### config.mk
export PLATFORM = sky130hd
export DESIGN_NAME = prga_enc_flat
export DESIGN_NICKNAME = d
export VERILOG_FILES = /design/src/rtl/prga_enc_if.sv /design/src/rtl/prga_enc.sv /design/src/flat_wrapper.sv
export SDC_FILE = /design/constraint.sdc
export NUM_CORES = 1
export LEC_CHECK = 0
export BUFFER_PORTS_ARGS = -buffer_cell sky130_fd_sc_hd__buf_2
export CAP_MARGIN = 20
export CORE_MARGIN = 5
export CORE_UTILIZATION = 35
export CTS_CLUSTER_SIZE = 24
export DETAILED_ROUTE_END_ITERATION = 10
export GPL_TIMING_DRIVEN = 0
export HOLD_SLACK_MARGIN = 0.06
export PLACE_DENSITY = 0.6
export SLEW_MARGIN = 20
export SYNTH_ARGS = -nofsm -noshare
export SYNTH_HDL_FRONTEND = slang
export SYNTH_SLANG_ARGS = --single-unit
### constraint.sdc
create_clock -name clk -period 2.7 [get_ports clk]
set_clock_uncertainty 0.1 [all_clocks]
set_input_delay 0.135 -clock clk [delete_from_list [all_inputs] [get_ports clk]]
set_output_delay 0.135 -clock clk [all_outputs]
set_load 0.01 [all_outputs]
### src/rtl/prga_enc_if.sv
// prga_enc_if: start handshake plus the three RAM ports driven by prga_enc.
// The master side is the encoder. The slave side is the RAM/host environment.
interface prga_enc_if;
  // Start handshake
  logic       en;
  logic       rdy;
  // S memory (read/write)
  logic [7:0] s_addr;
  logic [7:0] s_rddata;
  logic [7:0] s_wrdata;
  logic       s_wren;
  // Plaintext memory (read only)
  logic [7:0] pt_addr;
  logic [7:0] pt_rddata;
  // Ciphertext memory (write only)
  logic [7:0] ct_addr;
  logic [7:0] ct_wrdata;
  logic       ct_wren;

  modport master (
    input  en,
    input  s_rddata,
    input  pt_rddata,
    output rdy,
    output s_addr,
    output s_wrdata,
    output s_wren,
    output pt_addr,
    output ct_addr,
    output ct_wrdata,
    output ct_wren
  );

  modport slave (
    output en,
    output s_rddata,
    output pt_rddata,
    input  rdy,
    input  s_addr,
    input  s_wrdata,
    input  s_wren,
    input  pt_addr,
    input  ct_addr,
    input  ct_wrdata,
    input  ct_wren
  );
endinterface

### src/rtl/prga_enc.sv
// prga_enc: RC4 keystream encryptor.
// Reads a length-prefixed plaintext from pt memory and walks the RC4 PRGA over an
// already-scheduled S memory. Writes the length-prefixed ciphertext ct[k] = pt[k] ^ pad[k].
// Optional feature macro PRGA_ENC_CSUM_EN adds the csum output, the running XOR of
// ct[1..len].
// Every RAM read takes two cycles: the address is presented and the data is sampled one
// cycle later. Every write is a single-cycle wren pulse.
module prga_enc #(
  parameter int unsigned MAX_LEN = 255
) (
  input  logic       clk,
  input  logic       rst_n,
  prga_enc_if.master bus
`ifdef PRGA_ENC_CSUM_EN
  ,
  output logic [7:0] csum
`endif
);

  localparam logic [7:0] MaxLen = 8'(MAX_LEN);

  typedef enum logic [3:0] {
    StIdle,
    StRdLen,
    StWrLen,
    StRdSi,
    StRdSj,
    StWrSi,
    StWrSj,
    StRdPad,
    StRdPt,
    StWrCt
  } state_e;

  state_e     state_q;
  // Read states: 0 = address presented, 1 = data valid this cycle.
  // StWrSj: 0 = gap cycle that keeps the two S writes as separate pulses.
  logic       wait_q;
  logic [7:0] i_q;
  logic [7:0] j_q;
  logic [7:0] k_q;
  logic [7:0] len_q;
  logic [7:0] si_q;
  logic [7:0] sj_q;
  logic [7:0] pad_q;
  logic       rdy_q;
  logic [7:0] s_addr_q;
  logic [7:0] s_wrdata_q;
  logic       s_wren_q;
  logic [7:0] pt_addr_q;
  logic [7:0] ct_addr_q;
  logic [7:0] ct_wrdata_q;
  logic       ct_wren_q;
`ifdef PRGA_ENC_CSUM_EN
  logic [7:0] csum_q;
`endif

  logic [7:0] len_clamp;
  logic [7:0] i_inc;
  logic [7:0] j_next;
  logic [7:0] pad_addr;
  logic [7:0] ct_byte;

  // Index arithmetic, all 8-bit wrap-around
  always_comb begin
    len_clamp = (bus.pt_rddata > MaxLen) ? MaxLen : bus.pt_rddata;
    i_inc     = i_q + 8'd1;
    j_next    = j_q + bus.s_rddata;
    // After the swap s[i] and s[j] are exchanged, so their sum is unchanged.
    pad_addr  = si_q + sj_q;
    ct_byte   = bus.pt_rddata ^ pad_q;
  end

  // Control FSM with registered RAM-side outputs
  always_ff @(posedge clk or negedge rst_n) begin
    if (!rst_n) begin
      state_q     <= StIdle;
      wait_q      <= 1'b0;
      i_q         <= 8'd0;
      j_q         <= 8'd0;
      k_q         <= 8'd0;
      len_q       <= 8'd0;
      si_q        <= 8'd0;
      sj_q        <= 8'd0;
      pad_q       <= 8'd0;
      rdy_q       <= 1'b1;
      s_addr_q    <= 8'd0;
      s_wrdata_q  <= 8'd0;
      s_wren_q    <= 1'b0;
      pt_addr_q   <= 8'd0;
      ct_addr_q   <= 8'd0;
      ct_wrdata_q <= 8'd0;
      ct_wren_q   <= 1'b0;
`ifdef PRGA_ENC_CSUM_EN
      csum_q      <= 8'd0;
`endif
    end else begin
      unique case (state_q)
        StIdle: begin
          if (bus.en && rdy_q) begin
            rdy_q     <= 1'b0;
            i_q       <= 8'd0;
            j_q       <= 8'd0;
            k_q       <= 8'd0;
            wait_q    <= 1'b0;
            pt_addr_q <= 8'd0;
`ifdef PRGA_ENC_CSUM_EN
            csum_q    <= 8'd0;
`endif
            state_q   <= StRdLen;
          end
        end

        StRdLen: begin
          if (!wait_q) begin
            wait_q <= 1'b1;
          end else begin
            wait_q      <= 1'b0;
            len_q       <= len_clamp;
            ct_addr_q   <= 8'd0;
            ct_wrdata_q <= len_clamp;
            ct_wren_q   <= 1'b1;
            state_q     <= StWrLen;
          end
        end

        StWrLen: begin
          ct_wren_q <= 1'b0;
          if (len_q == 8'd0) begin
            rdy_q   <= 1'b1;
            state_q <= StIdle;
          end else begin
            k_q      <= 8'd1;
            i_q      <= i_inc;
            s_addr_q <= i_inc;
            state_q  <= StRdSi;
          end
        end

        StRdSi: begin
          if (!wait_q) begin
            wait_q <= 1'b1;
          end else begin
            wait_q   <= 1'b0;
            si_q     <= bus.s_rddata;
            j_q      <= j_next;
            s_addr_q <= j_next;
            state_q  <= StRdSj;
          end
        end

        StRdSj: begin
          if (!wait_q) begin
            wait_q <= 1'b1;
          end else begin
            wait_q     <= 1'b0;
            sj_q       <= bus.s_rddata;
            s_addr_q   <= i_q;
            s_wrdata_q <= bus.s_rddata;
            s_wren_q   <= 1'b1;
            state_q    <= StWrSi;
          end
        end

        StWrSi: begin
          s_wren_q <= 1'b0;
          wait_q   <= 1'b0;
          state_q  <= StWrSj;
        end

        StWrSj: begin
          if (!wait_q) begin
            wait_q     <= 1'b1;
            s_addr_q   <= j_q;
            s_wrdata_q <= si_q;
            s_wren_q   <= 1'b1;
          end else begin
            wait_q   <= 1'b0;
            s_wren_q <= 1'b0;
            s_addr_q <= pad_addr;
            state_q  <= StRdPad;
          end
        end

        StRdPad: begin
          if (!wait_q) begin
            wait_q <= 1'b1;
          end else begin
            wait_q    <= 1'b0;
            pad_q     <= bus.s_rddata;
            pt_addr_q <= k_q;
            state_q   <= StRdPt;
          end
        end

        StRdPt: begin
          if (!wait_q) begin
            wait_q <= 1'b1;
          end else begin
            wait_q      <= 1'b0;
            ct_addr_q   <= k_q;
            ct_wrdata_q <= ct_byte;
            ct_wren_q   <= 1'b1;
`ifdef PRGA_ENC_CSUM_EN
            csum_q      <= csum_q ^ ct_byte;
`endif
            state_q     <= StWrCt;
          end
        end

        StWrCt: begin
          ct_wren_q <= 1'b0;
          if (k_q == len_q) begin
            rdy_q   <= 1'b1;
            state_q <= StIdle;
          end else begin
            k_q      <= k_q + 8'd1;
            i_q      <= i_inc;
            s_addr_q <= i_inc;
            state_q  <= StRdSi;
          end
        end

        default: begin
          state_q <= StIdle;
        end
      endcase
    end
  end

  // Drive the bus straight from the registers
  always_comb begin
    bus.rdy       = rdy_q;
    bus.s_addr    = s_addr_q;
    bus.s_wrdata  = s_wrdata_q;
    bus.s_wren    = s_wren_q;
    bus.pt_addr   = pt_addr_q;
    bus.ct_addr   = ct_addr_q;
    bus.ct_wrdata = ct_wrdata_q;
    bus.ct_wren   = ct_wren_q;
  end

`ifdef PRGA_ENC_CSUM_EN
  assign csum = csum_q;
`endif

endmodule

### src/flat_wrapper.sv
// flat-port wrapper written by rule: the top's interface ports become plain ports
module prga_enc_flat 
#(
  parameter int unsigned MAX_LEN = 255
)
  (clk, rst_n, bus_en, bus_s_rddata, bus_pt_rddata, bus_rdy, bus_s_addr, bus_s_wrdata, bus_s_wren, bus_pt_addr, bus_ct_addr, bus_ct_wrdata, bus_ct_wren);
  prga_enc_if bus_i ();
  input  logic clk;
  input  logic rst_n;
  input wire logic [$bits(bus_i.en)-1:0] bus_en;
  input wire logic [$bits(bus_i.s_rddata)-1:0] bus_s_rddata;
  input wire logic [$bits(bus_i.pt_rddata)-1:0] bus_pt_rddata;
  output wire logic [$bits(bus_i.rdy)-1:0] bus_rdy;
  output wire logic [$bits(bus_i.s_addr)-1:0] bus_s_addr;
  output wire logic [$bits(bus_i.s_wrdata)-1:0] bus_s_wrdata;
  output wire logic [$bits(bus_i.s_wren)-1:0] bus_s_wren;
  output wire logic [$bits(bus_i.pt_addr)-1:0] bus_pt_addr;
  output wire logic [$bits(bus_i.ct_addr)-1:0] bus_ct_addr;
  output wire logic [$bits(bus_i.ct_wrdata)-1:0] bus_ct_wrdata;
  output wire logic [$bits(bus_i.ct_wren)-1:0] bus_ct_wren;
  assign bus_i.en = bus_en;
  assign bus_i.s_rddata = bus_s_rddata;
  assign bus_i.pt_rddata = bus_pt_rddata;
  assign bus_rdy = bus_i.rdy;
  assign bus_s_addr = bus_i.s_addr;
  assign bus_s_wrdata = bus_i.s_wrdata;
  assign bus_s_wren = bus_i.s_wren;
  assign bus_pt_addr = bus_i.pt_addr;
  assign bus_ct_addr = bus_i.ct_addr;
  assign bus_ct_wrdata = bus_i.ct_wrdata;
  assign bus_ct_wren = bus_i.ct_wren;
  prga_enc #(.MAX_LEN(MAX_LEN)) u_core (.clk(clk), .rst_n(rst_n), .bus(bus_i));
endmodule
== Word-level counts from Yosys, hierarchy flattened ==
Cells that the tools add are included.
Word-level totals
  bits in registers: 104
  input bits: 19
  output and inout port bits: 43
Operators by class
  $add $sub $neg: 4
  magnitude comparators: 1
  equal/unequal tests: 23
  mux-type cells: 42
  bitwise gates (word level): 1
  reduce and logical (&&, ||, !) cells: 30
Operator list (number)
  $mux W8: 15
  $pmux W8 S2: 5
  $pmux W8 S3: 2
  $pmux W4 S10: 1
  $pmux W8 S5: 1
  $mux W4: 7
  $ne A2 B1 Y1 const B: 10
  $add A8 B1 Y8 const B: 2
  $add A8 B8 Y8: 2
  $eq A4 B3 Y1 const B: 4
  $reduce_and A2 Y1: 7
  $reduce_and A3 Y1: 4
  $reduce_bool A2 Y1: 5
  $pmux W1 S3: 3
  $reduce_bool A3 Y1: 3
  $eq A4 B2 Y1 const B: 2
  $eq A4 B4 Y1 const B: 2
  $eq A8 B8 Y1: 1
  $gt A8 B8 Y1 const B: 1
  $logic_not A8 Y1: 1
  $reduce_and A4 Y1: 2
  $xor A8 B8 Y8: 1
  $reduce_and A7 Y1: 1
  $ne A2 B2 Y1 const B: 3
  other kinds (10): 16

== Logic depth before layout (Yosys ltp) ==
Gate-level depths: netlist of run 1.
  word-level depth: 4
  depth in mapped cells: 9

== Worst setup path before layout of run 1 ==
No wires, ideal clock.
  kind: reg-to-reg
  start point: reg u_core.j_q[0]
  end point: reg u_core.s_addr_q[6] (netlist: u_core.bus.s_addr[6])
  arrival time: 2.078 ns
  required time: 2.475 ns
  path slack: 0.397 ns
  cell stages (with the launch flop): 9
  path buffers: 0
  clock period less this slack: 2.303 ns
  cells stage by stage: dfrtp_1 ha_1 fa_1 a211oi_1 nor3b_1 mux2i_1 a311oi_1 a32oi_1 mux2_2
On the way
  word-level cells in the longest chain between the ends: 3
RTL lines
  from (decl): RTL line prga_enc.sv:40  | logic [7:0] j_q;
  from (signal assigned): RTL line prga_enc.sv:146  | j_q <= j_next;
  $add A8 B8 Y8: RTL line prga_enc.sv:68  | j_next = j_q + bus.s_rddata;
  $mux W8: RTL line prga_enc.sv:141  | if (!wait_q) begin
  $pmux W8 S5: RTL line prga_enc.sv:98  | unique case (state_q)
  to (signal assigned): RTL line prga_enc.sv:135  | s_addr_q <= i_inc;
  to (signal assigned): RTL line prga_enc.sv:147  | s_addr_q <= j_next;
  to (signal assigned): RTL line prga_enc.sv:158  | s_addr_q <= i_q;
  to (decl): RTL line prga_enc.sv:47  | logic [7:0] s_addr_q;
No other way between the ends. The select of a mux whose other input is x is not followed.
A chain may end at the register's enable or synchronous reset.

== Final worst setup path of run 1 ==
Ends and elaborated chain as after synthesis.

==> tab_implementation.tex, run 1 <==
\begin{tabular}{lr}
\hline
Metric & Value \\
\hline
\multicolumn{2}{l}{\textbf{Status}} \\
\quad Run status & finished clean \\
\multicolumn{2}{l}{\textbf{Floorplan}} \\
\quad Core box area & 15900 sq um \\
\quad Number of placement rows & 46 \\
\quad Boundary pin count & 62 \\
\quad DIE AREA & 18900 sq um \\
\quad Starting utilization of the core area & 35.7\% \\
\quad Die X-Extent & 137 um \\
\quad Vertical extent of the die & 137 um \\
\multicolumn{2}{l}{\textbf{STA}} \\
\quad Finish-stage setup viols & 0 \\
\quad Fmax & 388 MHz \\
\quad Slew at the pin closest to its max-slew limit & 0.729 ns \\
\quad Number of slew-limit violations in the final report & 0 \\
\quad Final number of hold-violating endpoints & 0 \\
\quad Share of the cycle needed by the critical path after routing & 95.4\% \\
\quad Final setup TNS & 0 ns \\
\quad RSZ-0062 raised after global routing & false \\
\quad Hold slack final & 0.0758 ns \\
\quad Worst Slack Setup Final & 0.124 ns \\
\quad Final critical path time including I/O delays and setup & 2.58 ns \\
\quad Slew HR & 51.4\% \\
\multicolumn{2}{l}{\textbf{Worst setup path}} \\
\quad Crit end category & flip-flop \\
\quad Data required time of the worst path & 2.84 ns \\
\quad Arrival time at the worst endpoint & 2.72 ns \\
\quad Worst-path fanout max & 3 \\
\quad Startpoint type of the worst setup path & flip-flop \\
\quad Class of the most critical setup path & reg -> reg \\
\multicolumn{2}{l}{\textbf{Clocking}} \\
\quad Clock transition at the registers of the reported paths & 0.08 ns \\
\quad CTS tree & yes \\
\quad Clock network latency to the later pin of the worst-skew pair & 0.36 ns \\
\quad Root Driver & clkbuf\_16 \\
\quad Maximum level of the CTS H-tree & 3 \\
\quad Cts bufs inserted & 9 \\
\quad Sink Count & 104 \\
\quad Buffer count from post-CTS setup fixing & 0 \\
\quad Clock buffer depth & 2 \\
\multicolumn{2}{l}{\textbf{GRT}} \\
\quad Sum of overflow across all layers after global routing & 0 \\
\quad Maximum number of pins on one net before global-route repair & 67 \\
\quad First-pass GRT wire length & 23.7 mm \\
\quad Initial antenna violation count & 0 \\
\quad Global routing usage summed across all routing layers & 16.0\% \\
\quad Number of global-route vias before repair & 4644 \\
\multicolumn{2}{l}{\textbf{Logic synthesis}} \\
\quad Net Count, Synth & 613 \\
\quad Post-synthesis cell type count & 65 \\
\quad Proportion of synthesized flip-flops having asynchronous set or reset & 100\% \\
\quad Number of synthesized flops with an enable pin & 0 \\
\quad Gate Count Post-Synth & 576 \\
\quad Share of the synthesized area in the top cell type & 45.4\% \\
\quad Cells taking the most area after synthesis & dfrtp\_1 45\%, mux2\_2 7.5\%, nand2\_1 5.0\% \\
\quad Synth Area per Inst & 9.85 sq um \\
\quad Synth warn & 0 \\
\quad Register bit count reported by yosys & 104 \\
\quad Flip-flop cell with the highest count after synthesis & dfrtp\_1 \\
\quad Syn Std Cell Area & 5670 sq um \\
\quad Portion of the post-synthesis area used by sequential elements & 45.9\% \\
\quad Cell taking the most area after synthesis & dfrtp\_1 \\
\multicolumn{2}{l}{\textbf{Drt}} \\
\quad Total via count in the routed design & 4580 \\
\quad Antenna-violating nets left & 0 \\
\quad Final routed wirelength across all metal layers & 14.4 mm \\
\quad Number of DRC markers after the initial detailed-route iteration & 223 \\
\quad Via count normalized by instance count & 5.16 \\
\quad Iteration count of the initial detailed-routing pass & 5 \\
\quad \# DRC & 0 \\
\quad Average wire per cell in the routed design & 16.2 um \\
\multicolumn{2}{l}{\textbf{Place}} \\
\quad Final RePlAce weighted congestion & 0.902 \\
\quad Cell Count Post-Placement & 854 \\
\quad Post-Place Worst Slack & 0.0636 ns \\
\quad Dpl hpwl & 10.8 mm \\
\quad Count of input and output buffers & 61 \\
\quad Post-Place Cell Area & 6280 sq um \\
\multicolumn{2}{l}{\textbf{Power}} \\
\quad Final Power & 7.20 mW \\
\quad Leakage power of the design & 3.01 nW \\
\quad IR drop worst, VDD & 0.593 mV \\
\quad Pwr Density & 1060 nW/um\^{}2 \\
\multicolumn{2}{l}{\textbf{Layout}} \\
\quad Count of antenna diodes in the layout & 0 \\
\quad Area growth from synthesis to final layout & 19.1\% \\
\quad Cell area after layout & 6760 sq um \\
\quad Util after Layout & 42.5\% \\
\quad Fraction of layout cells with a size suffix above 1 & 21.0\% \\
\quad Final non-filler cell total & 887 \\
\quad Number of nets at the end of the flow & 703 \\
\multicolumn{2}{l}{\textbf{Min path}} \\
\quad Worst min-delay path class & in -> reg \\
\multicolumn{2}{l}{\textbf{Run}} \\
\quad Number of violations of the max-capacitance limit & 0 \\
\hline
\end{tabular}
==> placed cells by master, fill, tap and decap left out, drive strengths merged, types with 3 or more instances in the layout <==
cell type	Yosys	routed
nor4	3	3
nor2b	3	3
inv	11	13
nand2b	8	8
nor2	36	36
clkinv	1	3
xnor2	13	13
a21o	8	8
o31ai	8	8
a221oi	3	3
mux2	38	38
a31oi	5	5
nor3	8	8
nand2	76	76
xor2	16	16
and2	6	6
clkbuf	18	28
a211oi	9	9
or2	4	4
a22o	8	8
dfrtp	103	103
o211ai	4	4
nand4	3	3
nand3	25	25
a21oi	23	23
buf	12	74
ha	16	16
nor3b	3	3
mux2i	10	10
and3	4	4
dlygate4sd3	0	17
nand3b	4	4
o21ai	57	57
o21a	3	3
==> cell families after synthesis <==
kind of cell	Yosys count	share of synthesized area, %
simple gates	194	16.6
compound gates	141	16.2
flops	104	45.9
mux	48	9.31
buf+inv	42	3.37
xor+xnor	29	4.48
fa+ha+maj	18	4.23
==> critical path, stage by stage, from the launching register on <==
cell,delay (ns)
dfrtp_1,0.40
ha_1,0.23
fa_1,0.43
a211oi_2,0.25
nor3b_1,0.13
mux2i_1,0.14
a311oi_1,0.33
a32oi_1,0.17
mux2_2,0.29
==> worst paths after layout <==
path	from	endpoint	slack, ns	cells past startpoint
max	u_core.j_q[0]	u_core.bus.s_addr[6]	0.12	8
min	bus_s_rddata[1]	u_core.pad_q[1]	0.08	2
max reg2reg	u_core.j_q[0]	u_core.bus.s_addr[6]	0.12	8
min reg2reg	u_core.bus.pt_addr[3]	u_core.bus.pt_addr[3]	0.36	2
max in group asynchronous	rst_n	u_core.si_q[0]	1.70	3
min in group asynchronous	rst_n	u_core.k_q[5]	0.15	2
==> metal layers <==
metal | global-route usage [%] | vias up | wire (um)
met1 | 20.9 | 2202 | 6630
li1 | - | 2241 | -
met5 | 0 | - | 0
met3 | 4.13 | 16 | 757
met4 | 3.66 | 0 | 184
met2 | 26.6 | 121 | 6840
==> area by class of cell <==
cell class / instances / area [sq um]
clock inverters: 6 / 52.6
fillers: 1584 / 9130
flip-flops and latches: 104 / 2600
multi-input cells: 430 / 2900
repair buffers: 79 / 509
clock buffers: 10 / 229
well taps: 216 / 270
inverters: 12 / 45.0
plain buffers: 30 / 148
==> power by group <==
group / leakage, nW / switching, mW / internal, mW
registers: 1.32 / 0.382 / 2.10
logic: 1.56 / 1.98 / 1.48
clock network: 0.131 / 0.614 / 0.639
total: 3.01 / 2.98 / 4.22
==> repair_timing <==
item | CTS | global route
resized for setup | 0 | 6
setup endpoints to repair | 0 | 17
endpoints found under the hold margin | 143 | 0
hold buffers | 17 | 0
==> state kept, by name (all words and copies together) (netlist names) <==
signal,flops
u_core.state_q,4
u_core.bus.pt_addr,8
u_core.bus.s_addr,8
u_core.bus.ct_addr,8
u_core.pad_q,8
u_core.bus.rdy,1
u_core.wait_q,1
u_core.k_q,8
u_core.sj_q,8
u_core.j_q,8
u_core.bus.ct_wrdata,8
u_core.i_q,8
u_core.si_q,8
u_core.bus.s_wrdata,8
u_core.bus.s_wren,1
u_core.len_q,8
u_core.bus.ct_wren,1
==> synth_stat cells, types with 5 or more instances <==
| cell | number |
|---|---|
| a211oi_1 | 9 |
| a21o_1 | 8 |
| a21oi_1 | 22 |
| a22o_1 | 8 |
| and2_1 | 6 |
| buf_2 | 6 |
| clkbuf_1 | 18 |
| dfrtp_1 | 103 |
| ha_1 | 16 |
| inv_1 | 11 |
| mux2_2 | 38 |
| mux2i_1 | 10 |
| nand2_1 | 76 |
| nand2b_1 | 8 |
| nand3_1 | 25 |
| nor2_1 | 35 |
| nor3_1 | 7 |
| o21ai_0 | 52 |
| o21ai_1 | 5 |
| o31ai_1 | 7 |
| xnor2_1 | 13 |
| xor2_1 | 16 |
Power figures use the tool's default switching activity.
==> run 2, diff against run 1 <==
--- a/config.mk
+++ b/config.mk
@@ -5,6 +5,7 @@
 export SDC_FILE = /design/constraint.sdc
 export NUM_CORES = 1
 export LEC_CHECK = 0
+export ABC_AREA = 1
 export BUFFER_PORTS_ARGS = -buffer_cell sky130_fd_sc_hd__buf_2
 export CAP_MARGIN = 20
 export CORE_MARGIN = 5
==> run 2 against run 1 <==
  * Design area grew 0.28%
  * Via count grew 7.5%
  * Area after synthesis grew 0.35%
  * First-iteration DRC count grew 10%
  * Routed wire length grew 0.45%
  * Critical path depth shrank 2
  * Sequential cell count is the same
  * Highest routed layer unchanged
  * Critical path type unchanged
  * Final cell count grew 17%
==> tab_implementation.tex, run 2 <==
\begin{tabular}{lr}
\hline
Metric & Value \\
\hline
\multicolumn{2}{l}{\textbf{Logic synthesis}} \\
\quad Synth warn & 0 \\
\quad Gate Count Post-Synth & 729 \\
\quad Most common cell in the synthesized netlist & nand2\_1 \\
\quad Cell taking the most area after synthesis & dfrtp\_1 \\
\quad Number of synthesized flops with an enable pin & 0 \\
\quad Register bit count reported by yosys & 104 \\
\quad Commonest cells in the synthesized netlist & 230 x nand2\_1, 103 x dfrtp\_1, 78 x inv\_1 \\
\quad Cells taking the most area after synthesis & dfrtp\_1 45\%, nand2\_1 15\%, o21ai\_0 5.6\% \\
\quad Syn Std Cell Area & 5690 sq um \\
\quad Net Count, Synth & 766 \\
\quad Proportion of synthesized flip-flops having asynchronous set or reset & 100\% \\
\quad Post-synthesis cell type count & 37 \\
\quad Flip-flop cell with the highest count after synthesis & dfrtp\_1 \\
\quad Share of the synthesized area in the top cell type & 45.3\% \\
\quad Synth Area per Inst & 7.81 sq um \\
\quad Portion of the post-synthesis area used by sequential elements & 45.7\% \\
\multicolumn{2}{l}{\textbf{Worst setup path}} \\
\quad Data required time of the worst path & 2.83 ns \\
\quad Class of the most critical setup path & reg -> reg \\
\quad Most used cell along the critical path & nand2\_1 \\
\quad Startpoint type of the worst setup path & flip-flop \\
\quad Arrival time at the worst endpoint & 2.34 ns \\
\quad Slowest stage cell on the critical path & dfrtp\_1 \\
\quad Worst-path fanout max & 9 \\
\quad Critical Path Max Stage Delay & 0.42 ns \\
\quad Critical-path cell list & nor2\_1 -> nand2\_1 -> nand2\_1 -> inv\_1 -> a21oi\_1 -> o21ai\_0 \\
\quad Crit end category & flip-flop \\
\multicolumn{2}{l}{\textbf{Clocking}} \\
\quad Sink Count & 104 \\
\quad Clock buffer depth & 2 \\
\quad Root Driver & clkbuf\_16 \\
\quad Clock transition at the registers of the reported paths & 0.08 ns \\
\quad Buffer count from post-CTS setup fixing & 0 \\
\quad Maximum level of the CTS H-tree & 3 \\
\quad Clock network latency to the later pin of the worst-skew pair & 0.36 ns \\
\quad Cts bufs inserted & 9 \\
\quad CTS tree & yes \\
\multicolumn{2}{l}{\textbf{Layout}} \\
\quad Area growth from synthesis to final layout & 19.0\% \\
\quad Top library cells by usage in the layout, fill and taps aside & 230 x nand2\_1, 103 x dfrtp\_1, 78 x inv\_1 \\
\quad Count of antenna diodes in the layout & 0 \\
\quad Most common cell after layout, fill and taps aside & nand2\_1 \\
\quad Fraction of layout cells with a size suffix above 1 & 14.8\% \\
\quad Cell area after layout & 6780 sq um \\
\quad Number of nets at the end of the flow & 856 \\
\multicolumn{2}{l}{\textbf{Power}} \\
\quad Final Power & 3.03 mW \\
\quad IR drop worst, VDD & 0.279 mV \\
\quad Pwr Density & 446 nW/um\^{}2 \\
\quad Leakage power of the design & 3.41 nW \\
\multicolumn{2}{l}{\textbf{Place}} \\
\quad Final RePlAce weighted congestion & 0.823 \\
\quad Post-Place Cell Area & 6300 sq um \\
\quad Dpl hpwl & 11.0 mm \\
\quad Count of input and output buffers & 61 \\
\multicolumn{2}{l}{\textbf{Floorplan}} \\
\quad Boundary pin count & 62 \\
\quad Core box area & 15900 sq um \\
\quad DIE AREA & 18900 sq um \\
\quad Die X-Extent & 138 um \\
\quad Vertical extent of the die & 138 um \\
\quad Starting utilization of the core area & 35.7\% \\
\quad Number of placement rows & 46 \\
\multicolumn{2}{l}{\textbf{Drt}} \\
\quad Antenna-violating nets left & 0 \\
\quad Total via count in the routed design & 4925 \\
\quad Via count normalized by instance count & 4.74 \\
\quad Iteration count of the initial detailed-routing pass & 4 \\
\quad Average wire per cell in the routed design & 13.9 um \\
\quad Number of DRC markers after the initial detailed-route iteration & 246 \\
\quad \# DRC & 0 \\
\quad Final routed wirelength across all metal layers & 14.5 mm \\
\multicolumn{2}{l}{\textbf{GRT}} \\
\quad First-pass GRT wire length & 24.6 mm \\
\quad Initial antenna violation count & 0 \\
\quad Maximum number of pins on one net before global-route repair & 71 \\
\quad Global routing usage summed across all routing layers & 16.6\% \\
\quad Number of global-route vias before repair & 4895 \\
\quad Sum of overflow across all layers after global routing & 0 \\
\multicolumn{2}{l}{\textbf{STA}} \\
\quad Share of the cycle needed by the critical path after routing & 82.0\% \\
\quad Final number of hold-violating endpoints & 0 \\
\quad Slew at the pin closest to its max-slew limit & 0.550 ns \\
\quad Number of slew-limit violations in the final report & 0 \\
\quad Fmax & 452 MHz \\
\quad RSZ-0062 raised after global routing & false \\
\quad Final setup TNS & 0 ns \\
\quad Slew HR & 63.4\% \\
\quad Finish-stage setup viols & 0 \\
\quad Final critical path time including I/O delays and setup & 2.21 ns \\
\multicolumn{2}{l}{\textbf{Run}} \\
\quad Number of violations of the max-capacitance limit & 0 \\
\multicolumn{2}{l}{\textbf{Status}} \\
\quad Run status & finished clean \\
\multicolumn{2}{l}{\textbf{Min path}} \\
\quad Worst min-delay path class & in -> reg \\
\hline
\end{tabular}
==> run 2: logic make-up after synthesis <==
kind of cell | synth area share, %
compound gates | 10.5
xor+xnor | 4.31
fa+ha+maj | 4.22
buf+inv | 7.71
flops | 45.7
mux | 1.19
simple gates | 26.3
==> run 2: critical path: cells and delay by family, from the launching register on <==
| family | cells | cell delay, ns |
|---|---|---|
| buffers and inverters | 1 | 0.20 |
| AO/OA/AOI/OAI | 2 | 0.41 |
| flip-flops | 1 | 0.42 |
| AND/OR/NAND/NOR | 3 | 0.95 |
==> run 2: area by class of cell <==
cell class              instances  area [sq um]
plain buffers                  20           128
clock buffers                  10           229
clock inverters                 6          75.1
fillers                      1653          9170
inverters                      83           312
multi-input cells             522          2650
flip-flops and latches        104          2600
well taps                     216           270
repair buffers                 79           509
==> run 2: metal layers <==
| metal | track usage [%] | share of wire, % |
|---|---|---|
| met5 | 0 | 0 |
| met4 | 4.27 | 1.5 |
| met3 | 4.53 | 5.5 |
| met2 | 26.6 | 45 |
| met1 | 22.3 | 48 |
==> run 2: path summary, 6_finish.rpt <==
path | startpoint | cells after the start | slack (ns) | to
worst max-delay path | u_core.state_q[3] | 6 | 0.49 | u_core.bus.s_addr[1]
worst min-delay path | bus_en | 4 | 0.13 | u_core.wait_q
worst max register to register | u_core.state_q[3] | 6 | 0.49 | u_core.bus.s_addr[1]
worst min register to register | u_core.bus.ct_addr[4] | 2 | 0.38 | u_core.bus.ct_addr[4]
max in group asynchronous | rst_n | 3 | 1.72 | u_core.sj_q[7]
min in group asynchronous | rst_n | 2 | 0.14 | u_core.bus.ct_addr[5]
==> run 2: repair_timing <==
item,4_1_cts,5_1_grt
gates resized for setup,0,0
hold endpoints to repair,139,0
hold buffers,17,0
==> run 2: metrics by stage <==
step | setup slack (ns) | hold WS (ns) | utilization (%) | std cells
floorplan | 0.981 | -0.261 | - | 729
CTS | 0.479 | 0.128 | 42.5 | 1040
finish | 0.486 | 0.131 | 42.5 | 1040
detailed placement | 0.486 | -0.0442 | 39.5 | 1007
global route | 0.326 | 0.143 | 42.5 | 1040
global placement | 0.142 | 0.309 | 39.3 | 1006
==> run 2: power breakdown <==
part | switching, mW | internal [mW]
clock | 0.608 | 0.734
sequential | 0.00510 | 1.56
combinational | 0.0692 | 0.0482
